===== config.mk =====
export PLATFORM = sky130hd
export DESIGN_NAME = draw_rect
export DESIGN_NICKNAME = d
export VERILOG_FILES = /design/src/rtl/draw_rect.sv
export SDC_FILE = /design/constraint.sdc
export NUM_CORES = 1
export LEC_CHECK = 0
export CAP_MARGIN = 0
export CORE_MARGIN = 5
export CORE_UTILIZATION = 30
export CTS_CLUSTER_DIAMETER = 30
export DETAILED_ROUTE_END_ITERATION = 6
export GPL_TIMING_DRIVEN = 0
export PLACE_DENSITY = 0.59
export REMOVE_ABC_BUFFERS = 1
export SLEW_MARGIN = 20
export SYNTH_ARGS = -nofsm -noshare
export SYNTH_HDL_FRONTEND = slang
export SYNTH_SLANG_ARGS = --single-unit

===== constraint.sdc =====
create_clock -name clk -period 2.3 [get_ports clk]
set_input_delay 0.69 -clock clk [delete_from_list [all_inputs] [get_ports clk]]
set_output_delay 0.69 -clock clk [all_outputs]
set_load 0.01 [all_outputs]

===== src/rtl/draw_rect.sv =====
// Overlays a filled rectangle on a pixel stream with a two-stage pipeline.
// The top-left position is updated through a valid/ready handshake and
// takes effect only at the next frame start.
// Optional feature macro: DRAW_RECT_BORDER_EN adds a 1-pixel border in BORDER_COLOR.
module draw_rect #(
  parameter int unsigned RECT_W       = 64,
  parameter int unsigned RECT_H       = 48,
  parameter logic [11:0] RECT_COLOR   = 12'hF00,
  parameter logic [11:0] BORDER_COLOR = 12'hFFF
) (
  input  logic        clk,
  input  logic        rst,
  input  logic [10:0] vcount_in,
  input  logic        vsync_in,
  input  logic        vblnk_in,
  input  logic [10:0] hcount_in,
  input  logic        hsync_in,
  input  logic        hblnk_in,
  input  logic [11:0] rgb_in,
  output logic [10:0] vcount_out,
  output logic        vsync_out,
  output logic        vblnk_out,
  output logic [10:0] hcount_out,
  output logic        hsync_out,
  output logic        hblnk_out,
  output logic [11:0] rgb_out,
  input  logic        pos_valid,
  input  logic [10:0] xpos,
  input  logic [10:0] ypos,
  output logic        pos_ready
);

  // Position state
  logic [10:0] x_act_q, y_act_q, x_pend_q, y_pend_q;
  logic        pend_q;

  // Stage 1 registers; vblnk_q doubles as the previous-vblnk register
  logic [10:0] vcount_q, hcount_q;
  logic        vsync_q, vblnk_q, hsync_q, hblnk_q;
  logic [11:0] rgb_q;
  logic        hit_q, border_q;

  logic [11:0] x_end, y_end, h_ext, v_ext;
  logic        hit_d, border_d, frame_start, accept;
  logic [11:0] rgb_d;

  assign pos_ready   = ~pend_q & ~rst;
  assign accept      = pos_valid & pos_ready;
  assign frame_start = vblnk_in & ~vblnk_q;

  // 12-bit bounds: the far edge can exceed the screen but never wraps to zero
  always_comb begin
    x_end = {1'b0, x_act_q} + 12'(RECT_W) - 12'd1;
    y_end = {1'b0, y_act_q} + 12'(RECT_H) - 12'd1;
    h_ext = {1'b0, hcount_in};
    v_ext = {1'b0, vcount_in};
    hit_d = (hcount_in >= x_act_q) && (h_ext <= x_end) &&
            (vcount_in >= y_act_q) && (v_ext <= y_end);
    border_d = 1'b0;
`ifdef DRAW_RECT_BORDER_EN
    border_d = (hcount_in == x_act_q) || (h_ext == x_end) ||
               (vcount_in == y_act_q) || (v_ext == y_end);
`endif
  end

`ifndef DRAW_RECT_BORDER_EN
  logic unused_border;
  assign unused_border = ^BORDER_COLOR;
`endif

  // Position handshake and frame-synchronous update of the active position
  always_ff @(posedge clk) begin
    if (rst) begin
      x_act_q  <= '0;
      y_act_q  <= '0;
      x_pend_q <= '0;
      y_pend_q <= '0;
      pend_q   <= 1'b0;
    end else if (accept) begin
      x_pend_q <= xpos;
      y_pend_q <= ypos;
      pend_q   <= 1'b1;
    end else if (frame_start && pend_q) begin
      x_act_q <= x_pend_q;
      y_act_q <= y_pend_q;
      pend_q  <= 1'b0;
    end
  end

  // Stage 1: register timing bus and hit test
  always_ff @(posedge clk) begin
    if (rst) begin
      vcount_q <= '0;
      vsync_q  <= 1'b0;
      vblnk_q  <= 1'b0;
      hcount_q <= '0;
      hsync_q  <= 1'b0;
      hblnk_q  <= 1'b0;
      rgb_q    <= '0;
      hit_q    <= 1'b0;
      border_q <= 1'b0;
    end else begin
      vcount_q <= vcount_in;
      vsync_q  <= vsync_in;
      vblnk_q  <= vblnk_in;
      hcount_q <= hcount_in;
      hsync_q  <= hsync_in;
      hblnk_q  <= hblnk_in;
      rgb_q    <= rgb_in;
      hit_q    <= hit_d;
      border_q <= border_d;
    end
  end

  // Stage 2 pixel select: blanking, then rectangle, then passthrough
  always_comb begin
    rgb_d = rgb_q;
    if (hblnk_q || vblnk_q) begin
      rgb_d = 12'h000;
    end else if (hit_q) begin
      rgb_d = border_q ? BORDER_COLOR : RECT_COLOR;
    end
  end

  // Stage 2: output registers
  always_ff @(posedge clk) begin
    if (rst) begin
      vcount_out <= '0;
      vsync_out  <= 1'b0;
      vblnk_out  <= 1'b0;
      hcount_out <= '0;
      hsync_out  <= 1'b0;
      hblnk_out  <= 1'b0;
      rgb_out    <= '0;
    end else begin
      vcount_out <= vcount_q;
      vsync_out  <= vsync_q;
      vblnk_out  <= vblnk_q;
      hcount_out <= hcount_q;
      hsync_out  <= hsync_q;
      hblnk_out  <= hblnk_q;
      rgb_out    <= rgb_d;
    end
  end

endmodule


==> out/metrics.csv <==
stage,metric,value,unit
worst_setup_path,cp_num_buf_inv,2,
worst_setup_path,critical_path_class,register to register,
layout,fin_cells,874,
hold_path,hold_start,rgb_q[7]$_SDFF_PP0_,
drt,routed_wl,10700,um
clocking,clock_path_buffers,2,
place,place_area,6250,sq um
worst_setup_path,cp.arrival,2.94,ns
sta,finalMaxSlewViolations,0,
global_route,grt_pass1_wl,18000,um
clocking,clk_pin_slew,0.05,ns
global_route,antenna_found_initial,0,
yosys,netlist_area,5040,sq um
hold_path,hold_path_depth,1,
run_status,run_status,finished with violations,
floorplanning,row_count,47,
drt,vias,3767,
place,dp_hpwl,8060,um
worst_setup_path,critPathCaptureType,register,
sta,worst_slew_pin_slew,0.906,ns
sta,slew_headroom,0.391,
power,max-vdd-ir-drop,0.469,mV
yosys,synth_area_per_cell,9.44,sq um
floorplanning,start_util,0.305,
layout,post-route-util,0.425,
hold_path,hold_end,rgb_out[7]$_SDFF_PP0_,
worst_setup_path,start_kind,register,
yosys,synth_top_area_cell,dfxtp_1,
yosys,syn_inst,534,
worst_setup_path,rr_startpoint,y_act_q[1]$_SDFFE_PP0P_,
clocking,h-tree-depth,4,
global_route,track_usage,0.114,
floorplanning,dieArea,19500,sq um
global_route,grt_max_degree,67,
clocking,cts_buffers,17,
layout,area_delta_synth_final,39.4,%
clocking,clkSinkCount,122,
yosys,yosys_warnings,0,
worst_setup_path,r2r_cells,12,
drt,dr_wl_met2,4980,um
yosys,synth_area_leaders,"dfxtp_1 (48%), ha_1 (11%), nor2b_1 (8.1%)",
clocking,cts_tree,yes,
drt,routedWlPerCell,12.3,um
clocking,clockRootBuffer,clkbuf_16,
sta,timing_hold_violations_final,0,
yosys,synth_seq_cells,122,
sta,fin_worst_skew,0.00490,ns
clocking,clk-insertion-delay-late,0.40,ns
floorplanning,die_y,140,um
drt,wl_met1,5040,um
power,p_per_area,781,nW/um^2
drt,routed_via_density,4.31,
run,cap_violations,0,
sta,fmax,385,MHz
drt,drc_errors,0,
yosys,synth-seq-area-share,0.485,
drt,first_iter_violations,215,
layout,final_common_cell,dfxtp_1,
worst_setup_path,r2r_end,hit_q$_SDFF_PP0_,
floorplanning,die_w,140,um
sta,rsz0062_at_grt,yes,
layout,final_cell_mix,"dfxtp_1 (120), clkdlybuf4s50_1 (99), nand2_1 (75)",
worst_setup_path,worstPathCellList,inv_4 -> ha_4 -> or3b_4 -> a21oi_4 -> buf_6 -> xnor2_1 -> ha_1 -> nand4_1 -> nor2_1 -> o31a_1 -> o31ai_4 -> o2111a_1,
power,p_leak,2.66,nW
floorplanning,io_pins,102,
layout,drive_above_1_share,0.0948,
hold_path,worstHoldPathType,register to register,
run_status,violations,setup timing,
sta,fin_crit_sh,1.13,
global_route,grt_pass1_vias,3778,
worst_setup_path,cp.required,2.64,ns
worst_setup_path,max_stage_delay,0.40,ns
place,gp_congestion,0.847,
floorplanning,design.core.area,16500,sq um
layout,diodes,0,
worst_setup_path,cp_max_fo,2,
drt,firstDrtPassIters,4,
sta,setup_ws,-0.298,ns
layout,final_cell_area,7020,sq um
drt,ant_nets,0,
global_route,gr-total-overflow,0,
layout,largestRegisters,"rgb_out (12), rgb_q (12)",
worst_setup_path,r2r_slack,-0.30,ns
worst_setup_path,critPathSlowestCell,or3b_4,
worst_setup_path,crit_family,compound AO/OA/AOI/OAI gates,
sta,setup_violations,1,
yosys,synth_cell_types,44,
yosys,synth.top_cell.area_share,0.485,
power,p_total,0.00548,W
sta,min_period,2.60,ns
sta,timing.setup.tns,-0.298,ns
drt,wl_met3,460,um
drt,highest_layer,met4,
place,place_inst,834,
layout,nets,750,
place,portBuffers,101,
## routing by layer
layer  GRT usage  vias up
met2       0.180       79
li1            -     1991
met3      0.0322       16
met4      0.0592        0
met5           0        -
met1       0.142     1681
## layout make-up
class,instances,area (sq um)
Clock buffer,20,447
Inverter,24,92.6
Multi-Input combinational cell,366,2490
Fill cell,1575,9500
Timing Repair Buffer,110,1100
Tap cell,220,275
Sequential cell,122,2450
Clock inverter,12,173
## how the worst max path moves through the flow
stage	cells after the start	start	end	slack (ns)
5_1_grt	12	y_act_q[1]$_SDFFE_PP0P_	hit_q$_SDFF_PP0_	-0.40
6_report	12	y_act_q[1]$_SDFFE_PP0P_	hit_q$_SDFF_PP0_	-0.30
2_1_floorplan	12	y_act_q[0]$_SDFFE_PP0P_	hit_q$_SDFF_PP0_	-0.24
4_1_cts	12	y_act_q[1]$_SDFFE_PP0P_	hit_q$_SDFF_PP0_	-0.38
3_5_place_dp	12	y_act_q[0]$_SDFFE_PP0P_	hit_q$_SDFF_PP0_	-0.63
3_3_place_gp	5	rst	x_pend_q[10]$_SDFFE_PP0P_	-2.88
## stage by stage
stage	setup WS, ns	hold slack, ns
after global routing	-0.405	0.447
after global placement	-2.88	0.408
final	-0.298	0.422
after detailed placement	-0.632	0.413
after CTS	-0.378	0.425
after floorplan	-0.243	0.405
## report_power, final
group	switching [W]	total [W]	internal (W)
sequential	0.0000388	0.00225	0.00221
combinational	0.000217	0.000492	0.000274
clock	0.000908	0.00274	0.00183
total	0.00116	0.00548	0.00432
## cell usage after synthesis
cell / number
dfxtp_1: 122
nand2_1: 76
nor2b_1: 65
ha_1: 46
a21oi_1: 35
o21ai_0: 28
inv_1: 23
nand2b_1: 22
xnor2_1: 17
clkbuf_1: 12
and2_1: 10
buf_2: 9
nor2_1: 9
nand3_1: 6
nand4_1: 6
nor3_1: 6
o21a_1: 6
a21o_1: 4
a211oi_1: 3
a31oi_1: 2
and3_1: 2
nor4_1: 2
o211ai_1: 2
a211o_1: 1
a21boi_0: 1
a21boi_1: 1
a21oi_4: 1
a41oi_2: 1
and3b_1: 1
and4_1: 1
buf_1: 1
inv_2: 1
nand2_2: 1
nand3_2: 1
nand3b_1: 1
nor2_2: 1
nor3_2: 1
nor4_4: 1
o2111a_1: 1
o31a_1: 1
o31ai_1: 1
o32ai_1: 1
o41ai_2: 1
or3b_4: 1
## kinds of logic (layout without fill, tap and decap cells)
kind of cell    count (synthesis)  count (layout)  synth area share
fa+ha+maj                      46              46             0.114
xor+xnor                       17              17            0.0295
compound gates                 90              90             0.109
simple gates                  213             213             0.226
buf+inv                        46             166            0.0365
flops                         122             122             0.485
## what timing repair did
item	CTS	global route
hold buffers	0	0
pin swaps	10	2
endpoints found under the setup margin	2	2
resized for setup	13	8
gates cloned	0	0
setup buffers	8	0
Note: power is estimated with default switching activity, not from simulation.
